--- config.mk ---
export PLATFORM = sky130hd
export DESIGN_NAME = cdb_arbiter
export DESIGN_NICKNAME = d
export VERILOG_FILES = /design/src/rtl/cdb_arbiter_pkg.sv /design/src/rtl/cdb_arbiter_rr_pick.sv /design/src/rtl/cdb_arbiter.sv
export SDC_FILE = /design/constraint.sdc
export NUM_CORES = 1
export LEC_CHECK = 0
export BUFFER_PORTS_ARGS = -buffer_cell sky130_fd_sc_hd__buf_2
export CAP_MARGIN = 20
export CORE_ASPECT_RATIO = 1.2
export CORE_MARGIN = 10
export CORE_UTILIZATION = 30
export DETAILED_ROUTE_END_ITERATION = 12
export PLACE_DENSITY = 0.45
export SLEW_MARGIN = 30
export SYNTH_ARGS = -nofsm -noshare
export SYNTH_HDL_FRONTEND = slang
export SYNTH_SLANG_ARGS = --single-unit
--- constraint.sdc ---
create_clock -name clk -period 6.95 [get_ports clk]
set_input_delay 0.695 -clock clk [delete_from_list [all_inputs] [get_ports clk]]
set_output_delay 0.695 -clock clk [all_outputs]
set_load 0.005 [all_outputs]
--- src/rtl/cdb_arbiter_pkg.sv ---
// Shared types and helpers for the common-data-bus arbiter.
// Contents: bus payload widths, the cdb_t payload struct, and rr_next,
//           the wrapped increment used for round-robin pointers.
package cdb_arbiter_pkg;

    localparam int unsigned RSV_ID_W = 6;
    localparam int unsigned DATA_W   = 32;
    localparam int unsigned CDB_W    = RSV_ID_W + DATA_W;

    typedef struct packed {
        logic [RSV_ID_W-1:0] rsv_id;
        logic [DATA_W-1:0]   data;
    } cdb_t;

    // Next pointer after winner w in an n-entry ring.
    function automatic int unsigned rr_next(input int unsigned w, input int unsigned n);
        return (w == n - 32'd1) ? 32'd0 : w + 32'd1;
    endfunction

endpackage

--- src/rtl/cdb_arbiter_rr_pick.sv ---
// Combinational rotate-priority picker: first set bit of req at or above
// ptr, wrapping at N_REQ.
// Ports: req   - request vector
//        ptr   - search start index (0..N_REQ-1)
//        grant - one-hot winner
//        idx   - winner index
//        any   - at least one request set
module rr_pick #(
    parameter  int unsigned N_REQ = 4,
    localparam int unsigned ID_W  = $clog2(N_REQ)
) (
    input  logic [N_REQ-1:0] req,
    input  logic [ID_W-1:0]  ptr,
    output logic [N_REQ-1:0] grant,
    output logic [ID_W-1:0]  idx,
    output logic             any
);

    // Explicit wrap keeps the candidate index inside 0..N_REQ-1 for any N_REQ.
    always_comb begin
        int unsigned c;
        c     = 32'd0;
        grant = '0;
        idx   = '0;
        any   = 1'b0;
        for (int unsigned k = 0; k < N_REQ; k++) begin
            c = 32'(ptr) + k;
            if (c >= N_REQ) begin
                c = c - N_REQ;
            end
            if (!any && req[ID_W'(c)]) begin
                any               = 1'b1;
                grant[ID_W'(c)]   = 1'b1;
                idx               = ID_W'(c);
            end
        end
    end

endmodule

--- src/rtl/cdb_arbiter.sv ---
// Common data bus arbiter: one holding register per result producer and a
// round-robin pick that drives one registered result onto the CDB per cycle.
// Ports: clk, rst (sync, active-high)
//        req_valid/req_data/req_ready - per-requester result handshake
//        flush     - drop every pending result
//        cdb_valid/cdb/grant_id       - registered bus broadcast
//        busy      - any holding register occupied
// Build option: CDB_ARB_PRIO0_EN gives requester 0 absolute priority;
//               the others then share round-robin.
module cdb_arbiter
    import cdb_arbiter_pkg::*;
#(
    parameter  int unsigned N_REQ = 4,
    localparam int unsigned ID_W  = $clog2(N_REQ)
) (
    input  logic                   clk,
    input  logic                   rst,
    input  logic [N_REQ-1:0]       req_valid,
    input  logic [N_REQ*CDB_W-1:0] req_data,
    output logic [N_REQ-1:0]       req_ready,
    input  logic                   flush,
    output logic                   cdb_valid,
    output logic [CDB_W-1:0]       cdb,
    output logic [ID_W-1:0]        grant_id,
    output logic                   busy
);

    logic [N_REQ-1:0] hold_valid;
    cdb_t             hold_data [N_REQ];
    logic [ID_W-1:0]  rr_ptr;

    logic [N_REQ-1:0] pick_req;
    logic [N_REQ-1:0] pick_grant;
    logic [ID_W-1:0]  pick_idx;
    logic             pick_any;

    logic [N_REQ-1:0] grant;
    logic [ID_W-1:0]  win;
    logic             any_grant;
    logic             ptr_adv;

    rr_pick #(.N_REQ(N_REQ)) u_pick (
        .req   (pick_req),
        .ptr   (rr_ptr),
        .grant (pick_grant),
        .idx   (pick_idx),
        .any   (pick_any)
    );

`ifdef CDB_ARB_PRIO0_EN
    // Requester 0 overrides the ring and leaves the pointer untouched.
    assign pick_req = {hold_valid[N_REQ-1:1], 1'b0};

    always_comb begin
        grant     = pick_grant;
        win       = pick_idx;
        any_grant = pick_any;
        ptr_adv   = pick_any;
        if (hold_valid[0]) begin
            grant     = N_REQ'(1);
            win       = '0;
            any_grant = 1'b1;
            ptr_adv   = 1'b0;
        end
    end
`else
    assign pick_req  = hold_valid;
    assign grant     = pick_grant;
    assign win       = pick_idx;
    assign any_grant = pick_any;
    assign ptr_adv   = pick_any;
`endif

    // A granted entry always drains this cycle, so it may reload at once.
    assign req_ready = {N_REQ{~rst & ~flush}} & (~hold_valid | grant);
    assign busy      = |hold_valid;

    // Holding registers, pointer and bus output register.
    always_ff @(posedge clk) begin
        if (rst) begin
            hold_valid <= '0;
            for (int unsigned i = 0; i < N_REQ; i++) begin
                hold_data[i] <= '0;
            end
            rr_ptr    <= '0;
            cdb_valid <= 1'b0;
            cdb       <= '0;
            grant_id  <= '0;
        end else if (flush) begin
            hold_valid <= '0;
            cdb_valid  <= 1'b0;
        end else begin
            for (int unsigned i = 0; i < N_REQ; i++) begin
                if (req_valid[i] && req_ready[i]) begin
                    hold_valid[i] <= 1'b1;
                    hold_data[i]  <= req_data[i*CDB_W +: CDB_W];
                end else if (grant[i]) begin
                    hold_valid[i] <= 1'b0;
                end
            end
            cdb_valid <= any_grant;
            if (any_grant) begin
                cdb      <= hold_data[win];
                grant_id <= win;
            end
            if (ptr_adv) begin
                rr_ptr <= ID_W'(rr_next(32'(win), N_REQ));
            end
        end
    end

endmodule

==> results of run 1 <==
## synthesized netlist by cell type (2+ instances only)
| library cell | instances |
|---|---|
| edfxtp_1 | 152 |
| and3_1 | 79 |
| and2_1 | 77 |
| dfxtp_1 | 47 |
| clkbuf_1 | 39 |
| mux2i_1 | 38 |
| nand2_1 | 30 |
| o21ai_0 | 28 |
| nand3_1 | 26 |
| a21o_1 | 23 |
| o211ai_1 | 23 |
| buf_2 | 19 |
| a211oi_1 | 16 |
| a221o_1 | 15 |
| o22ai_1 | 15 |
| mux2_4 | 14 |
| nor2_1 | 11 |
| inv_1 | 10 |
| a21oi_1 | 7 |
| nor3_1 | 7 |
| ha_1 | 6 |
| a21boi_0 | 4 |
| a22o_1 | 3 |
| buf_4 | 3 |
| buf_6 | 3 |
| mux4_2 | 3 |
| nand2b_1 | 3 |
| o21ai_1 | 3 |
| a311oi_1 | 2 |
| a31o_2 | 2 |
| a31oi_1 | 2 |
| nor3b_1 | 2 |
| o31ai_1 | 2 |
| or3_1 | 2 |
## placed cells by master, fill, tap and decap left out, drive strengths merged, types with 16 or more instances in the layout
| master | netlist | routed |
|---|---|---|
| and3 | 79 | 79 |
| and2 | 77 | 77 |
| a21o | 23 | 23 |
| o211ai | 23 | 23 |
| edfxtp | 152 | 152 |
| a211oi | 16 | 16 |
| nand3 | 26 | 26 |
| o21ai | 32 | 32 |
| buf | 25 | 214 |
| mux2 | 16 | 16 |
| mux2i | 38 | 38 |
| clkbuf | 39 | 21 |
| dfxtp | 47 | 47 |
| nand2 | 31 | 31 |
## final cells by class
type / instances / area share [%]
repair buffers: 214 / 10.2
clock inverters: 10 / 1.10
flip-flops and latches: 199 / 49.5
inverters: 11 / 0.371
well taps: 390 / 4.39
clock buffers: 21 / 4.14
multi-input cells: 460 / 30.3
## worst min-delay path, stage by stage (launching register included)
cell and delay, ns:
dfxtp_1 0.33, nand2_1 0.05, o211ai_1 0.07
## per-stage QoR
step           instances  hold slack (ns)
6_report            1305            0.477
5_1_grt             1305            0.469
3_3_place_gp        1272            0.449
4_1_cts             1305            0.469
3_5_place_dp        1274            0.460
2_1_floorplan        734            0.467
## worst max-delay path by stage
stage	start	to	slack, ns	cells past startpoint
floorplan	flip-flop	hold_data[2][0]	0.89	11
global placement	flip-flop	hold_data[1][36]	2.38	9
detailed placement	flip-flop	hold_data[1][12]	2.27	9
CTS	flip-flop	req_ready[0]	2.24	10
global route	flip-flop	req_ready[0]	1.95	10
finish	flip-flop	req_ready[0]	2.22	10
## per-layer routing
layer  global-route usage (%)  vias up  wire length, um
met3                     3.63       20             1380
met2                     24.7      150            14100
met5                        0        -                0
met1                     17.5     3026            11800
li1                         -     3088                -
met4                     4.57        0              441
## logic make-up (layout without fill, tap and decap cells)
family | count (synthesis) | after routing
AO/OA/AOI/OAI | 151 | 151
XOR/XNOR | 1 | 1
adder cells (fa/ha/maj) | 6 | 6
buffers and inverters | 75 | 256
flip-flops | 199 | 199
multiplexers | 57 | 57
AND/OR/NAND/NOR | 245 | 245
## state kept, by name, indices dropped and copies added, names as in the netlist, named ones only
register / cells
hold_data: 152
hold_valid: 4
cdb: 38
grant_id: 2
cdb_valid: 1
rr_ptr: 1
## where the power goes
group	internal (mW)	switching (mW)	total, mW
clock	0.550	0.441	0.992
combinational	0.161	0.217	0.378
sequential	1.37	0.0375	1.41
total	2.08	0.696	2.78
==> run_results.csv, run 1 <==
group,metric,value,unit
placement,io_buffer_count,204,
clock_tree,cts_max_path_buffers,2,
setup_path,worst-path-buf-inv,4,
hold_path,whs_path_depth,2,
final_layout,fill_cells,2943,
logic_synthesis,synth_top_flop_cell,"edfxtp_1",
setup_path,max_stage_delay,0.57,ns
timing,maxSlewViolCount,0,
floorplanning,rows,69,
logic_synthesis,synthesis.area,9090,sq um
detailed_routing,route.detailed.drc,0,
floorplanning,dieArea,37700,sq um
final_layout,final_nets,1068,
final_layout,regArea,5510,sq um
logic_synthesis,muxShareOfSynthArea,7.48,%
global_route,grt_max_degree,41,
logic_synthesis,synth_edf_count,152,
final_layout,final_util,37.3,%
pwr,peakVddDrop,109,uV
detailed_routing,vias,6284,
logic_synthesis,synth-simple-area-share,15.5,%
logic_synthesis,synth_compound_area_share,11.9,%
clock_tree,cts_resized,0,
pwr,p_per_area,250,nW/um^2
clock_tree,path_clk_slew,0.07,ns
logic_synthesis,synth_top_family_by_area,"simple AND/OR/NAND/NOR gates",
global_route,grt_first_pass_wirelength,41000,um
setup_path,path_cells,"buf_4 > inv_1 > ha_1 > mux4_2 > nor2b_1 > a22o_1 > nand2_1 > a31oi_4 > buf_16 > buf_2",
global_route,grt_pass1_vias,6666,
detailed_routing,wire_per_inst,21.2,um
logic_synthesis,synth_warnings,0,
timing,min_period,4.73,ns
logic_synthesis,ys_async_sr_fraction,0,%
floorplanning,fp.dieH,211,um
logic_synthesis,ys_ff_latch,199,
timing,fin_ws,2.22,ns
detailed_routing,ant_nets,0,
hold_path,hold_path_startpoint,"cdb[36]",
final_layout,diodes,0,
floorplanning,core,29800,sq um
run_status,status,"complete, no violations",
floorplanning,initial_core_util,30.5,%
setup_path,r2r_end,"cdb[32]",
logic_synthesis,synth.distinct_cells,52,
timing,skew,0.0100,ns
detailed_routing,drt-total-wl,27700,um
timing,tightest_slew,0.925,ns
floorplanning,die_w,179,um
logic_synthesis,postSynthCellCount,734,
clock_tree,cts_made_buffers,17,
setup_path,cp.required,6.25,ns
pwr,p_total,2.78,mW
global_route,grt_overflow,0,
logic_synthesis,yosys.area_share.adder,0.825,%
setup_path,crit_family,"buffers and inverters",
clock_tree,post-cts-setup-buffers,0,
setup_path,critPathKind,"reg -> out",
logic_synthesis,syn_nets,899,
detailed_routing,first_pass_iters,4,
global_route,grt_use_total,14.5,%
setup_path,arrival,4.04,ns
clock_tree,htree_num_levels,4,
clock_tree,insertion_delay,0.43,ns
timing,setup_viol,0,
clock_tree,cts_hold_buf,0,
setup_path,slowest_stage,"a31oi_4",
detailed_routing,drtIter0Drc,327,
logic_synthesis,synth_top_area_share,50.2,%
setup_path,startpoint_type,"flip-flop",
clock_tree,cts_tree,"done",
timing,slew_headroom,38.3,%
logic_synthesis,yosysTopAreaCell,"edfxtp_1",
pwr,power_leakage,4.68,nW
final_layout,final_area,11100,sq um
logic_synthesis,synth_seq_area_share,60.5,%
final_layout,multi_input_area,3370,sq um
logic_synthesis,synthXorXnorAreaFrac,0.0963,%
clock_tree,clkSinkCount,199,
hold_path,hp-class,"reg -> reg",
job,cap_violations,0,
detailed_routing,viasPerCell,4.82,
placement,dpl_cell_area,10500,sq um
hold_path,holdPathEnd,"cdb[36]",
setup_path,worstPathMaxFanout,38,
placement,dpl_worst_slack,2.27,ns
setup_path,r2r_cells,9,
final_layout,final_layout_size_suffix_gt1_share,30.5,%
setup_path,r2r_setup_slack,2.47,ns
timing,final-hold-violation-count,0,
global_route,antenna_found_initial,0,
clock_tree,cts-root-buf,"clkbuf_16",
final_layout,syn2layout_area_growth,22.3,%
timing,finalCritPeriodShare,68.1,%
timing,finalSetupTns,0,ns
setup_path,end_kind,"output port",
timing,rsz0062_at_grt,"no",
placement,place.gp.congestion,0.793,
timing,clock.fmax,211,MHz
logic_synthesis,postSynthAreaPerCell,12.4,sq um
placement,dp_hpwl,20000,um
floorplanning,ios,205,
logic_synthesis,synthTopCellsByArea,"edfxtp_1, dfxtp_1, and3_1",
(Power assumes the default switching activity.)
==> run 2: changes to the inputs <==
Settings changed: ABC_AREA from default to 1.
Clock period 6.95 ns to 4.55 ns, I/O delays scaled along.
==> run 2 against run 1 <==
Combinational power grew to 7.4 times the previous value. Area after synthesis increased by 1.3%. Sequential power rose by 71%. Cell area increased by 0.82%. Sequential share of layout area shrank 0.40 points. Count of clock-buffer cells in the layout decreased by 4. Via count is 15% higher.
==> run_results.csv, run 2 <==
group,metric,value,unit
timing,clock.fmax,303,MHz
timing,maxSlewViolCount,0,
detailed_routing,drt-total-wl,28800,um
detailed_routing,vias,7247,
detailed_routing,met3_length,1240,um
logic_synthesis,synth_warnings,0,
setup_path,startpoint_type,"flip-flop",
logic_synthesis,synthesis.area,9210,sq um
clock_tree,post-cts-setup-buffers,0,
clock_tree,htree_num_levels,4,
floorplanning,initial_core_util,30.3,%
placement,io_buffer_count,204,
job,cap_violations,0,
floorplanning,rows,70,
setup_path,r2r_setup_slack,1.25,ns
final_layout,final_nets,1403,
final_layout,final_cell_mix,"nand2_1, nor2_1, buf_2, inv_1, edfxtp_1",
hold_path,hold_path_startpoint,"rst",
timing,slew_headroom,40.7,%
clock_tree,cts_made_buffers,17,
logic_synthesis,postSynthAreaPerCell,8.75,sq um
timing,final-hold-violation-count,0,
logic_synthesis,syn_nets,1217,
setup_path,arrival,3.40,ns
final_layout,top_register,"hold_data",
timing,min_period,3.30,ns
detailed_routing,first_pass_iters,7,
timing,finalSetupTns,0,ns
final_layout,largest_reg_flops,152,
setup_path,critPathKind,"reg -> reg",
timing,tightest_slew,0.886,ns
logic_synthesis,synth_edf_count,152,
logic_synthesis,synthTopCellsByArea,"edfxtp_1, dfxtp_1, nand2_1",
setup_path,worstPathMaxFanout,20,
global_route,grt_pass1_vias,7527,
run_status,status,"complete, no violations",
logic_synthesis,synth.distinct_cells,24,
global_route,grt_overflow,0,
global_route,grt_first_pass_wirelength,44400,um
clock_tree,path_clk_slew,0.08,ns
detailed_routing,wl_met2,14100,um
logic_synthesis,synth_top_area_share,49.6,%
clock_tree,cts_resized,0,
logic_synthesis,yosysTopAreaCell,"edfxtp_1",
final_layout,final_common_cell,"nand2_1",
clock_tree,cts_hold_buf,0,
logic_synthesis,ys_ff_latch,199,
detailed_routing,viasPerCell,4.40,
timing,skew,0.0114,ns
detailed_routing,drtIter0Drc,407,
final_layout,final_area,11200,sq um
global_route,grt_use_total,15.0,%
logic_synthesis,synth_most_common_cell,"nand2_1",
floorplanning,dieArea,38100,sq um
placement,place.gp.congestion,0.822,
timing,finalCritPeriodShare,72.5,%
clock_tree,clkSinkCount,199,
final_layout,syn2layout_area_growth,21.8,%
floorplanning,die_w,180,um
global_route,grt_max_degree,49,
global_route,antenna_found_initial,1,
logic_synthesis,synth_top_flop_cell,"edfxtp_1",
pwr,power_leakage,5.48,nW
setup_path,r2r_cells,14,
clock_tree,cts_tree,"done",
pwr,p_per_area,607,nW/um^2
hold_path,whs_path_depth,2,
final_layout,diodes,0,
setup_path,r2r_end,"hold_data[0][25]",
final_layout,final_layout_size_suffix_gt1_share,22.7,%
placement,dpl_cell_area,10600,sq um
detailed_routing,wl_met1,12900,um
timing,setup_viol,0,
timing,rsz0062_at_grt,"no",
placement,dp_hpwl,20200,um
logic_synthesis,ys_async_sr_fraction,0,%
clock_tree,cts-root-buf,"clkbuf_16",
logic_synthesis,postSynthCellCount,1052,
final_layout,top_regs,"hold_data: 152 flops, cdb: 38 flops, hold_valid: 4 flops",
setup_path,end_kind,"flip-flop",
clock_tree,cts_max_path_buffers,2,
detailed_routing,top_layer_used,"met5",
detailed_routing,route.detailed.drc,0,
logic_synthesis,synth_seq_area_share,59.8,%
detailed_routing,wire_per_inst,17.5,um
pwr,peakVddDrop,349,uV
detailed_routing,ant_nets,0,
floorplanning,core,30400,sq um
hold_path,hp-class,"in -> reg",
floorplanning,fp.dieH,212,um
floorplanning,ios,205,
setup_path,cp.required,4.65,ns
clock_tree,insertion_delay,0.44,ns
logic_synthesis,synth_commonest_cells,"nand2_1, nor2_1, inv_1",
[run 2: cell types whose count changed after synthesis, sizes merged, moves of 30 or more]
cell / delta
and3: -79
inv: +165
nand2: +200
nor2: +204
mux2i: -38
a21oi: +30
and2: -77
nand3: +73
[run 2: cell type report]
| cell class | count | area [sq um] |
|---|---|---|
| Inverter | 177 | 664 |
| Clock inverter | 15 | 200 |
| Fill cell | 3181 | 19200 |
| Timing Repair Buffer | 218 | 1130 |
| Multi-Input combinational cell | 625 | 2800 |
| Clock buffer | 17 | 425 |
| Tap cell | 396 | 495 |
| Sequential cell | 199 | 5510 |
[run 2: per-stage QoR]
stage               hold slack [ns]  setup slack (ns)  std cells  util (%)  power (mW)
global placement              0.509              1.15       1615      34.8        5.33
detailed placement            0.510              1.23       1615      34.8        5.34
global route                  0.223             0.920       1647      36.9        7.32
finish                        0.223              1.25       1647      36.9        6.80
floorplan                     0.486              1.19       1052         -        4.37
CTS                           0.217              1.20       1647      36.9        6.93
[run 2: cell families (layout without fill, tap and decap cells)]
| logic type | Yosys count | count (layout) | share of synthesized area, % |
|---|---|---|---|
| AND/OR/NAND/NOR | 547 | 547 | 24.3 |
| flip-flops | 199 | 199 | 59.8 |
| buffers and inverters | 228 | 427 | 10.3 |
| adder cells (fa/ha/maj) | 6 | 6 | 0.815 |
| AO/OA/AOI/OAI | 72 | 72 | 4.78 |
[run 2: how the worst max path moves through the flow]
stage	cells past startpoint	slack (ns)	to
2_1_floorplan	15	1.19	hold_data[2][0]
3_5_place_dp	14	1.23	hold_data[0][30]
5_1_grt	14	0.92	hold_data[0][21]
3_3_place_gp	12	1.15	cdb[7]
4_1_cts	14	1.20	hold_data[0][21]
6_report	14	1.25	hold_data[0][25]
[run 2: power by group]
group | leakage (nW) | total [mW] | internal [mW] | switching, mW
combinational | 3.20 | 2.81 | 0.851 | 1.96
sequential | 1.98 | 2.41 | 2.23 | 0.177
clock | 0.298 | 1.58 | 0.801 | 0.781
total | 5.48 | 6.80 | 3.88 | 2.92
[run 2: critical path, cell delays in order (launching register included)]
cell and delay [ns]:
dfxtp_1 0.56, inv_2 0.15, ha_1 0.37, inv_1 0.11
nand3_1 0.08, nand2_1 0.11, nand3_2 0.16, inv_2 0.09
nand2_2 0.09, nor2_1 0.10, nor2_1 0.07, nand2_1 0.10
nand3_2 0.09, nand2_2 0.46, buf_4 0.42
[run 2: routing by layer]
| layer | vias up | global-route usage, % |
|---|---|---|
| met5 | - | 0 |
| met4 | 2 | 4.05 |
| met3 | 23 | 2.85 |
| met2 | 170 | 25.5 |
| met1 | 3384 | 18.9 |
| li1 | 3668 | - |
